File: src/rtl/md_pkg.sv
// -----------------------------------------------------------------------------
// md_pkg
// Shared definitions for the multi-cycle multiply/divide responder and the
// execute-stage logic that consumes its results.
//   - md_state_e     : responder FSM states
//   - DATA_W_DEF     : default operand/result width
//   - REG_W_DEF      : default destination register index width
//   - ITER_COUNT     : iterations per operation (one result bit per edge)
//   - EXC_MUL/EXC_DIV: exception codes selected by the execute-side exception
//                      mux when data_exception is raised
// -----------------------------------------------------------------------------
package md_pkg;

    localparam int DATA_W_DEF = 32;
    localparam int REG_W_DEF  = 5;
    localparam int ITER_COUNT = DATA_W_DEF;

    localparam logic [2:0] EXC_MUL = 3'd4;
    localparam logic [2:0] EXC_DIV = 3'd5;

    typedef enum logic [2:0] {
        IDLE = 3'd0,
        MUL  = 3'd1,
        DIV  = 3'd2,
        FIX  = 3'd3,
        DONE = 3'd4
    } md_state_e;

    // Exception code for the execute-side mux, chosen by which op raised it.
    function automatic logic [2:0] exc_code(input logic op_is_div);
        return op_is_div ? EXC_DIV : EXC_MUL;
    endfunction

endpackage : md_pkg

File: src/rtl/md_sign_fix.sv
// -----------------------------------------------------------------------------
// md_sign_fix
// Combinational two's-complement conditional negation. Used both as an
// absolute-value unit (negate_i tied to the operand's sign bit) and as the
// final sign correction of a magnitude result.
//   data_i   : W-bit input value
//   negate_i : 1 = output the two's-complement negation of data_i
//   data_o   : W-bit result
// The most negative value maps to itself, which read as unsigned is exactly
// its magnitude, so the unsigned datapath downstream handles it unchanged.
// -----------------------------------------------------------------------------
module md_sign_fix
    import md_pkg::*;
#(
    parameter int W = DATA_W_DEF
) (
    input  logic [W-1:0] data_i,
    input  logic         negate_i,
    output logic [W-1:0] data_o
);

    assign data_o = negate_i ? ((~data_i) + W'(1)) : data_i;

endmodule : md_sign_fix

File: src/rtl/md_iter_unit.sv
// -----------------------------------------------------------------------------
// md_iter_unit
// Multi-cycle signed multiply/divide responder for the execute stage's MD
// handshake. A start is sampled only in IDLE; the unit then runs exactly
// DATA_W iterations on operand magnitudes, applies the sign in FIX and
// presents the result with a one-cycle data_resultRDY pulse in DONE.
// Latency from start edge back to IDLE is a fixed DATA_W+2 edges.
//
// Ports
//   clock             : system clock, rising edge
//   reset             : asynchronous active-low reset (0 = reset)
//   data_operandA     : multiplicand / dividend
//   data_operandB     : multiplier / divisor
//   ctrl_MULT         : start multiply (wins if ctrl_DIV also high)
//   ctrl_DIV          : start divide
//   ctrl_writeReg_in  : destination register of the started op
//   data_result       : signed result, valid while data_resultRDY=1
//   data_exception    : overflow / divide-by-zero, valid while data_resultRDY=1
//   data_resultRDY    : one-cycle completion pulse
//   is_mult / is_div  : op in flight, from start edge through DONE inclusive
//   ctrl_writeReg_out : destination register latched at the start edge
//   busy              : state != IDLE
// -----------------------------------------------------------------------------
module md_iter_unit
    import md_pkg::*;
#(
    parameter int DATA_W = DATA_W_DEF,
    parameter int REG_W  = REG_W_DEF
) (
    input  logic              clock,
    input  logic              reset,
    input  logic [DATA_W-1:0] data_operandA,
    input  logic [DATA_W-1:0] data_operandB,
    input  logic              ctrl_MULT,
    input  logic              ctrl_DIV,
    input  logic [REG_W-1:0]  ctrl_writeReg_in,
    output logic [DATA_W-1:0] data_result,
    output logic              data_exception,
    output logic              data_resultRDY,
    output logic              is_mult,
    output logic              is_div,
    output logic [REG_W-1:0]  ctrl_writeReg_out,
    output logic              busy
);

    localparam int CNT_W  = $clog2(DATA_W) + 1;
    localparam int PROD_W = 2 * DATA_W;

    localparam logic [CNT_W-1:0]  LAST_ITER = CNT_W'(DATA_W - 1);
    localparam logic [DATA_W-1:0] MOST_NEG  = {1'b1, {(DATA_W-1){1'b0}}};

    // ------------------------------------------------------------------
    // State and datapath registers
    // ------------------------------------------------------------------
    md_state_e           state_q;
    logic [CNT_W-1:0]    cnt_q;
    logic [DATA_W-1:0]   mag_a_q;
    logic [DATA_W-1:0]   mag_b_q;
    logic                sign_a_q;
    logic                sign_b_q;
    // Multiply: {partial high, remaining multiplier bits / low product}.
    // Divide:   {partial remainder, dividend bits shifting into quotient}.
    logic [PROD_W-1:0]   acc_q;
    logic [DATA_W-1:0]   result_q;
    logic                exc_q;
    logic                rdy_q;
    logic                is_mult_q;
    logic                is_div_q;
    logic [REG_W-1:0]    wreg_q;

    // ------------------------------------------------------------------
    // Operand magnitudes, computed from the raw inputs at the start edge
    // ------------------------------------------------------------------
    logic [DATA_W-1:0] abs_a;
    logic [DATA_W-1:0] abs_b;

    md_sign_fix #(.W(DATA_W)) u_abs_a (
        .data_i   (data_operandA),
        .negate_i (data_operandA[DATA_W-1]),
        .data_o   (abs_a)
    );

    md_sign_fix #(.W(DATA_W)) u_abs_b (
        .data_i   (data_operandB),
        .negate_i (data_operandB[DATA_W-1]),
        .data_o   (abs_b)
    );

    // ------------------------------------------------------------------
    // One iteration step for each operation
    // ------------------------------------------------------------------
    logic [DATA_W:0]   mul_sum;
    logic [PROD_W-1:0] mul_acc_d;
    logic [DATA_W:0]   div_shift;
    logic              div_fits;
    logic [DATA_W-1:0] div_rem_sub;
    logic [PROD_W-1:0] div_acc_d;

    // NOTE: every signal driven here gets a value on every path before any
    // branch, so no storage (latch) can be inferred.
    always_comb begin
        mul_sum     = '0;
        mul_acc_d   = acc_q;
        div_shift   = '0;
        div_fits    = 1'b0;
        div_rem_sub = '0;
        div_acc_d   = acc_q;

        // Shift-add: add the multiplicand into the high half when the
        // multiplier bit at acc_q[0] is set, then shift the whole thing
        // right; the 33-bit sum keeps the carry.
        mul_sum   = {1'b0, acc_q[PROD_W-1:DATA_W]}
                  + (acc_q[0] ? {1'b0, mag_a_q} : '0);
        mul_acc_d = {mul_sum, acc_q[DATA_W-1:1]};

        // Restoring division: bring the next dividend bit into the
        // remainder; subtract the divisor only if it fits. The true
        // difference is below 2^DATA_W, so a DATA_W-bit subtract suffices.
        div_shift   = acc_q[PROD_W-1:DATA_W-1];
        div_fits    = (div_shift >= {1'b0, mag_b_q});
        div_rem_sub = div_shift[DATA_W-1:0] - mag_b_q;
        if (div_fits) begin
            div_acc_d = {div_rem_sub, acc_q[DATA_W-2:0], 1'b1};
        end else begin
            div_acc_d = {div_shift[DATA_W-1:0], acc_q[DATA_W-2:0], 1'b0};
        end
    end

    // ------------------------------------------------------------------
    // Sign correction and exception detection, consumed in FIX
    // ------------------------------------------------------------------
    logic              res_neg;
    logic [PROD_W-1:0] fix_in;
    logic [PROD_W-1:0] fix_out;
    logic              mul_ovf;
    logic              div_exc;
    logic              exc_d;
    logic [DATA_W-1:0] result_d;

    assign res_neg = sign_a_q ^ sign_b_q;
    // Divide only needs the quotient corrected; the remainder is dropped.
    assign fix_in  = is_mult_q ? acc_q : {{DATA_W{1'b0}}, acc_q[DATA_W-1:0]};

    md_sign_fix #(.W(PROD_W)) u_fix (
        .data_i   (fix_in),
        .negate_i (res_neg),
        .data_o   (fix_out)
    );

    // Signed product fits in DATA_W bits only if the high half is pure
    // sign extension of the low half.
    assign mul_ovf  = (fix_out[PROD_W-1:DATA_W] != {DATA_W{fix_out[DATA_W-1]}});
    // Divide-by-zero, or MOST_NEG / -1 whose quotient is not representable.
    assign div_exc  = (mag_b_q == '0)
                   || (sign_a_q && (mag_a_q == MOST_NEG)
                       && sign_b_q && (mag_b_q == DATA_W'(1)));
    assign exc_d    = is_mult_q ? mul_ovf : div_exc;
    assign result_d = exc_d ? '0 : fix_out[DATA_W-1:0];

    // ------------------------------------------------------------------
    // FSM with registered outputs
    // ------------------------------------------------------------------
    // NOTE: all state is written with non-blocking assignments so every
    // register samples the pre-edge values of the others.
    always_ff @(posedge clock or negedge reset) begin
        if (!reset) begin
            // NOTE: the datapath registers are reset too, so an abandoned
            // op leaves nothing visible and outputs read 0 from reset on.
            state_q   <= IDLE;
            cnt_q     <= '0;
            mag_a_q   <= '0;
            mag_b_q   <= '0;
            sign_a_q  <= 1'b0;
            sign_b_q  <= 1'b0;
            acc_q     <= '0;
            result_q  <= '0;
            exc_q     <= 1'b0;
            rdy_q     <= 1'b0;
            is_mult_q <= 1'b0;
            is_div_q  <= 1'b0;
            wreg_q    <= '0;
        end else begin
            case (state_q)
                IDLE: begin
                    rdy_q <= 1'b0;
                    if (ctrl_MULT || ctrl_DIV) begin
                        cnt_q     <= '0;
                        mag_a_q   <= abs_a;
                        mag_b_q   <= abs_b;
                        sign_a_q  <= data_operandA[DATA_W-1];
                        sign_b_q  <= data_operandB[DATA_W-1];
                        wreg_q    <= ctrl_writeReg_in;
                        is_mult_q <= ctrl_MULT;
                        is_div_q  <= !ctrl_MULT;
                        if (ctrl_MULT) begin
                            // Multiply wins a simultaneous request.
                            state_q <= MUL;
                            acc_q   <= {{DATA_W{1'b0}}, abs_b};
                        end else begin
                            state_q <= DIV;
                            acc_q   <= {{DATA_W{1'b0}}, abs_a};
                        end
                    end
                end
                MUL: begin
                    acc_q <= mul_acc_d;
                    cnt_q <= cnt_q + CNT_W'(1);
                    if (cnt_q == LAST_ITER) begin
                        state_q <= FIX;
                    end
                end
                DIV: begin
                    acc_q <= div_acc_d;
                    cnt_q <= cnt_q + CNT_W'(1);
                    if (cnt_q == LAST_ITER) begin
                        state_q <= FIX;
                    end
                end
                FIX: begin
                    result_q <= result_d;
                    exc_q    <= exc_d;
                    rdy_q    <= 1'b1;
                    state_q  <= DONE;
                end
                DONE: begin
                    // Start requests are ignored here; they are taken
                    // again from the following IDLE cycle.
                    rdy_q     <= 1'b0;
                    is_mult_q <= 1'b0;
                    is_div_q  <= 1'b0;
                    state_q   <= IDLE;
                end
                default: begin
                    rdy_q     <= 1'b0;
                    is_mult_q <= 1'b0;
                    is_div_q  <= 1'b0;
                    state_q   <= IDLE;
                end
            endcase
        end
    end

    assign data_result       = result_q;
    assign data_exception    = exc_q;
    assign data_resultRDY    = rdy_q;
    assign is_mult           = is_mult_q;
    assign is_div            = is_div_q;
    assign ctrl_writeReg_out = wreg_q;
    assign busy              = (state_q != IDLE);

endmodule : md_iter_unit

File: config.mk
export PLATFORM = sky130hd
export DESIGN_NAME = md_iter_unit
export DESIGN_NICKNAME = d
export VERILOG_FILES = /design/src/rtl/md_pkg.sv /design/src/rtl/md_sign_fix.sv /design/src/rtl/md_iter_unit.sv
export SDC_FILE = /design/constraint.sdc
export NUM_CORES = 1
export LEC_CHECK = 0
export ABC_CLOCK_PERIOD_IN_PS = 5000
export BUFFER_PORTS_ARGS = -buffer_cell sky130_fd_sc_hd__buf_2
export CORE_ASPECT_RATIO = 0.75
export CORE_MARGIN = 3
export CORE_UTILIZATION = 50
export CTS_BUF_LIST = sky130_fd_sc_hd__clkbuf_16
export CTS_CLUSTER_DIAMETER = 120
export CTS_CLUSTER_SIZE = 30
export DETAILED_ROUTE_END_ITERATION = 8
export PLACE_DENSITY = 0.68
export SLEW_MARGIN = 20
export SYNTH_ARGS = -nofsm -noshare
export SYNTH_HDL_FRONTEND = slang
export SYNTH_SLANG_ARGS = --single-unit
File: constraint.sdc
create_clock -name clock -period 5 [get_ports clock]
set_input_delay 0.5 -clock clock [delete_from_list [all_inputs] [get_ports clock]]
set_output_delay 0.5 -clock clock [all_outputs]
set_load 0.05 [all_outputs]
==> results of run 1 <==
critical path, cell delays in order (launching register included):
cell,delay (ps)
dfrtp_1,560
or4_1,630
a211oi_1,280
and4_1,580
or2_2,250
a2111oi_0,90
or4_1,510
or4_1,510
nor4_2,430
a31oi_4,120
buf_4,310
o21a_1,170
path summary, 6_finish.rpt:
kind	startpoint	to	depth (start not counted)
min reg2reg	data_result[31]	data_result[31]	2
min	reset	data_result[31]	1
max in group asynchronous	reset	mag_b_q[0]	2
min in group clock	ctrl_writeReg_in[3]	ctrl_writeReg_out[3]	3
max reg2reg	acc_q[37]	data_exception	11
max	acc_q[37]	data_exception	11
flip-flops by register name (all words and copies together) (netlist names):
name and flops:
data_resultRDY 1, ctrl_writeReg_out 5, acc_q 64, cnt_q 6
sign_a_q 1, state_q 3, is_mult 1, sign_b_q 1
is_div 1, data_result 32, mag_b_q 32, data_exception 1
mag_a_q 32
through the flow:
step                      utilization [%]  instances  setup slack [ps]
after detailed placement             54.2       2367               406
after CTS                            56.1       2399               333
after global routing                 56.1       2399              76.7
after global placement               54.2       2367               555
after floorplan                         -       1947              1020
final                                56.1       2399               430
kinds of logic (layout without fill, tap and decap cells):
logic type	Yosys count	count (layout)	synth area share (%)
AO/OA/AOI/OAI	643	643	27.5
adder cells (fa/ha/maj)	70	70	5.72
multiplexers	55	55	3.56
AND/OR/NAND/NOR	659	659	21.3
flip-flops	180	180	28.9
XOR/XNOR	141	141	7.97
buffers and inverters	199	252	5.08
metal layers:
layer	vias to the layer above	wire length, um	global-route usage (%)
li1	7268	-	-
met1	7440	25400	49.7
met2	754	23600	47.1
met3	66	5240	6.56
met4	0	878	5.93
met5	-	0	0
layout by cell type (no fill, tap or decap), types with 24 or more instances in the layout:
master and count:
a21oi_1 114, nand2_1 266, buf_4 42, buf_2 113, or4_1 25, xnor2_1 47
inv_1 62, nor4_1 35, nand3_1 39, nor2_1 98, ha_1 68, xor2_1 92
and2_1 46, o21ai_2 29, nor3_1 29, a22oi_1 28, a31oi_1 24, dfrtp_1 179
mux2i_1 52, a21o_1 41, o21ai_0 183, a211oi_1 26
area by class of cell:
class	instances	area share, %
Inverter	63	1.39
Sequential cell	180	26.4
Clock buffer	17	2.49
Tap cell	399	2.93
Clock inverter	15	0.850
Multi-Input combinational cell	1568	60.6
Timing Repair Buffer	157	5.36
==> impl_metrics.py, run 1 <==
metrics = {
    "clock_tree": {
        "numCtsBuffers": 17,
        "clkSlewWorstSetupHoldPaths_ps": 80,
        "cts_tree": "yes",
        "root_buffer": "clkbuf_16",
        "clk_latency_ps": 460,
        "ctsHoldBuffers": 0,
        "cts_setup_buffers": 0,
        "cts-htree-levels": 4,
        "clock_path_buffers": 2,
        "cts_resized": 0,
        "clock-sinks": 180,
    },
    "synthesis": {
        "async_flop_share_pct": 100,
        "yosys_register_bits": 180,
        "synth_top_area_share_pct": 28.9,
        "syn_nets": 2090,
        "synth_edf_count": 0,
        "syn_area_per_cell_um2": 8.00,
        "yosysMostFrequentCell": "nand2_1",
        "synth_common_cells": "nand2_1 (267), o21ai_0 (183), dfrtp_1 (180)",
        "postSynthCellCount": 1947,
        "ys_seq_area_share_pct": 28.9,
        "yosys.area.top_type": "dfrtp_1",
        "synth_area_mm2": 0.0156,
        "synthDistinctLibCells": 83,
        "synth_ff_type": "dfrtp_1",
        "synth_area_leaders": "dfrtp_1 (29%), nand2_1 (6.4%), o21ai_0 (5.9%), ha_1 (5.5%), xor2_1 (5.2%)",
        "ys_warn_count": 0,
    },
    "timing": {
        "finalMaxSlewViolations": 0,
        "final-hold-violation-count": 0,
        "fmax_ghz": 0.219,
        "setup_viol": 0,
        "fin_setup_tns_ps": 0,
        "max_slew_margin_pct": 26.6,
        "layout_min_cycle_time_ps": 4570,
        "timing.hold.ws_ps": 158,
        "grt_setup_unrepaired": "false",
        "worst_slew_pin_slew_ps": 1100,
        "period_share_pct": 91.4,
        "finClkSkew_ps": 15.9,
    },
    "routing": {
        "ant_nets": 0,
        "drc_errors": 0,
        "vias": 15500,
        "dr.first_iter.drc_count": 2079,
        "wl_per_cell_um": 23.0,
        "viasPerCell": 6.47,
        "wirelength_um": 55100,
        "first_pass_iters": 5,
    },
    "cells_and_area": {
        "drive_above_1_share_pct": 12.9,
        "areaGrowthSynthToFinish_pct": 9.52,
        "n_antenna_cell": 0,
        "final_area_mm2": 0.0171,
        "fin_nets": 2130,
        "fillerInstances": 2836,
        "ff_latch_area_mm2": 0.00451,
        "multi_input_area_mm2": 0.0103,
    },
    "critical_path": {
        "worstSetupPathType": "flop to flop",
        "cp.arrival_ps": 4920,
        "endpoint_kind": "flop",
        "cp.required_ps": 5350,
        "timing.critical_path.from_type": "flop",
        "reg2reg_slack_ps": 430,
        "crit_fanout": 33,
    },
    "place": {
        "dpl_cell_area_mm2": 0.0165,
        "port_buffers": 114,
        "gp_congestion": 1.01,
        "dp_hpwl_um": 42400,
    },
    "global_routing": {
        "grt_usage_pct": 32.3,
        "grt_max_degree": 103,
        "gr-total-overflow": 0,
        "grt_pass1_vias": 14200,
        "grt_first_pass_wirelength_um": 84900,
        "antenna_found_initial": 1,
    },
    "die": {
        "io_pins": 115,
        "dieArea_mm2": 0.0333,
        "core_mm2": 0.0304,
        "initial_core_util_pct": 51.2,
        "die_h_um": 159,
        "die_w_um": 210,
        "floorplan.rows": 55,
    },
    "run_status": {
        "outcome": "complete, no violations",
    },
    "worst_hold_path": {
        "hp-class": "input pin to asynchronous set/reset pin",
    },
    "flow_run": {
        "cap_violations": 0,
    },
}
Power of run 1 is left out: the tool's default activity adds up to more than one toggle a clock period on the data nets, which glitch-free logic cannot reach.
==> run 2: changes to the inputs <==
--- a/config.mk
+++ b/config.mk
@@ -7,7 +7,7 @@
 export LEC_CHECK = 0
 export ABC_CLOCK_PERIOD_IN_PS = 5000
 export BUFFER_PORTS_ARGS = -buffer_cell sky130_fd_sc_hd__buf_2
-export CORE_ASPECT_RATIO = 0.75
+export CORE_ASPECT_RATIO = 0.5
 export CORE_MARGIN = 3
 export CORE_UTILIZATION = 50
 export CTS_BUF_LIST = sky130_fd_sc_hd__clkbuf_16
==> run 2 against run 1 <==
  * Critical path depth is the same
  * Hold slack lost 29 ps
  * Die area grew 0.32%
  * Maximum frequency shrank 5.5%
  * Count of clock-buffer cells in the layout is the same
  * Utilization grew 1.3 points
  * Critical path type unchanged
==> impl_metrics.py, run 2 (synthesis results as in run 1) <==
metrics = {
    "cells_and_area": {
        "fillerInstances": 2872,
        "largest_reg_flops": 64,
        "drive_above_1_share_pct": 12.9,
        "layout_common_cells": "nand2_1 (266), o21ai_0 (183), dfrtp_1 (179)",
        "layout.cells.most_common": "nand2_1",
        "fin_util_pct": 57.4,
        "fin_nets": 2132,
        "multi_input_area_mm2": 0.0103,
        "largest-register": "acc_q",
        "areaGrowthSynthToFinish_pct": 9.88,
        "ff_latch_area_mm2": 0.00451,
    },
    "critical_path": {
        "cp.arrival_ps": 5200,
        "worstSetupPathType": "flop to flop",
        "timing.critical_path.from_type": "flop",
        "endpoint_kind": "flop",
        "crit_fanout": 33,
        "cp.required_ps": 5360,
    },
    "timing": {
        "finClkSkew_ps": 16.6,
        "finalMaxSlewViolations": 0,
        "setup_viol": 0,
        "final-hold-violation-count": 0,
        "period_share_pct": 96.7,
        "grt_setup_unrepaired": "false",
        "fin_setup_tns_ps": 0,
        "layout_min_cycle_time_ps": 4830,
        "worst_slew_pin_slew_ps": 1010,
        "fmax_ghz": 0.207,
        "max_slew_margin_pct": 32.4,
    },
    "global_routing": {
        "gr-total-overflow": 0,
        "grt_max_degree": 129,
        "grt_first_pass_wirelength_um": 85000,
        "grt_usage_pct": 32.8,
        "grt_pass1_vias": 13900,
        "antenna_found_initial": 1,
    },
    "die": {
        "floorplan.rows": 44,
        "io_pins": 115,
        "die_h_um": 131,
        "core_mm2": 0.0298,
        "initial_core_util_pct": 52.2,
        "die_w_um": 256,
        "dieArea_mm2": 0.0334,
    },
    "clock_tree": {
        "cts_tree": "yes",
        "cts_resized": 0,
        "root_buffer": "clkbuf_16",
        "clock-sinks": 180,
        "clk_latency_ps": 470,
        "clock_path_buffers": 2,
        "cts-htree-levels": 4,
        "clkSlewWorstSetupHoldPaths_ps": 80,
        "numCtsBuffers": 17,
    },
    "routing": {
        "dr.first_iter.drc_count": 2011,
        "wirelength_um": 55500,
        "vias": 15700,
        "wl_per_cell_um": 23.0,
        "viasPerCell": 6.49,
        "ant_nets": 0,
        "first_pass_iters": 9,
        "drc_errors": 0,
    },
    "flow_run": {
        "cap_violations": 0,
    },
    "run_status": {
        "outcome": "complete, no violations",
    },
    "place": {
        "port_buffers": 114,
        "dp_hpwl_um": 41900,
        "gp_congestion": 1.06,
    },
    "worst_hold_path": {
        "hp-class": "input pin to asynchronous set/reset pin",
    },
}
[run 2: cell types whose count changed in the layout (fill, tap and decap cells not counted), sizes merged]
cell      previous run  this run
inv                 67        70
buf                156       158
clkinv               8         6
clkinvlp             3         2
diode                0         1
[run 2: repair_timing]
action	CTS	global route
hold buffers	0	0
hold endpoints to repair	0	0
endpoints found under the setup margin	0	31
setup buffers	0	1
[run 2: path summary, 6_finish.rpt]
path / start / endpoint / slack (ps) / depth (start not counted)
setup / recovery: acc_q[37] / data_exception / 170 / 11
hold / removal: reset / cnt_q[3] / 130 / 1
setup reg to reg: acc_q[37] / data_exception / 170 / 11
hold reg to reg: data_result[7] / data_result[7] / 480 / 2
max in group asynchronous: reset / acc_q[51] / 3680 / 2
min in group clock: ctrl_writeReg_in[1] / ctrl_writeReg_out[1] / 220 / 3
[run 2: final cells by class]
class	count	area share (%)
multi-input cells	1568	60.4
flip-flops and latches	180	26.3
repair buffers	159	5.50
well taps	414	3.03
clock buffers	17	2.48
inverters	63	1.38
clock inverters	15	0.855
diodes	1	0.0146
[run 2: through the flow]
stage               area (um2)  instances  worst slack [ps]  hold slack [ps]
floorplan                15600       1947              1020              204
global placement         16500       2383               314              453
detailed placement       16500       2383               354              458
CTS                      17100       2415               318              192
global route             17100       2416              38.6              214
finish                   17100       2417               166              129
[run 2: routing by layer]
layer  track usage, %  share of wire (%)  vias up  routed length (um)
met3             8.76                 11       83                6280
met5                0              0.023        -                  13
li1                 -                  -     7280                   -
met1             49.2                 46     7490               25700
met2             46.6                 40      837               22400
met4             8.20                2.1        2                1190
[run 2: worst max-delay path, cell delays in order, from the launching register on]
cell       delay [ps]
dfrtp_1           510
or4_1             620
a211oi_1          400
and4_1            670
or2_2             270
a2111oi_0          90
or4_1             500
or4_1             510
nor4_2            480
a31oi_4           130
buf_4             300
o21a_1            190
Power of run 2 is left out for the same reason.
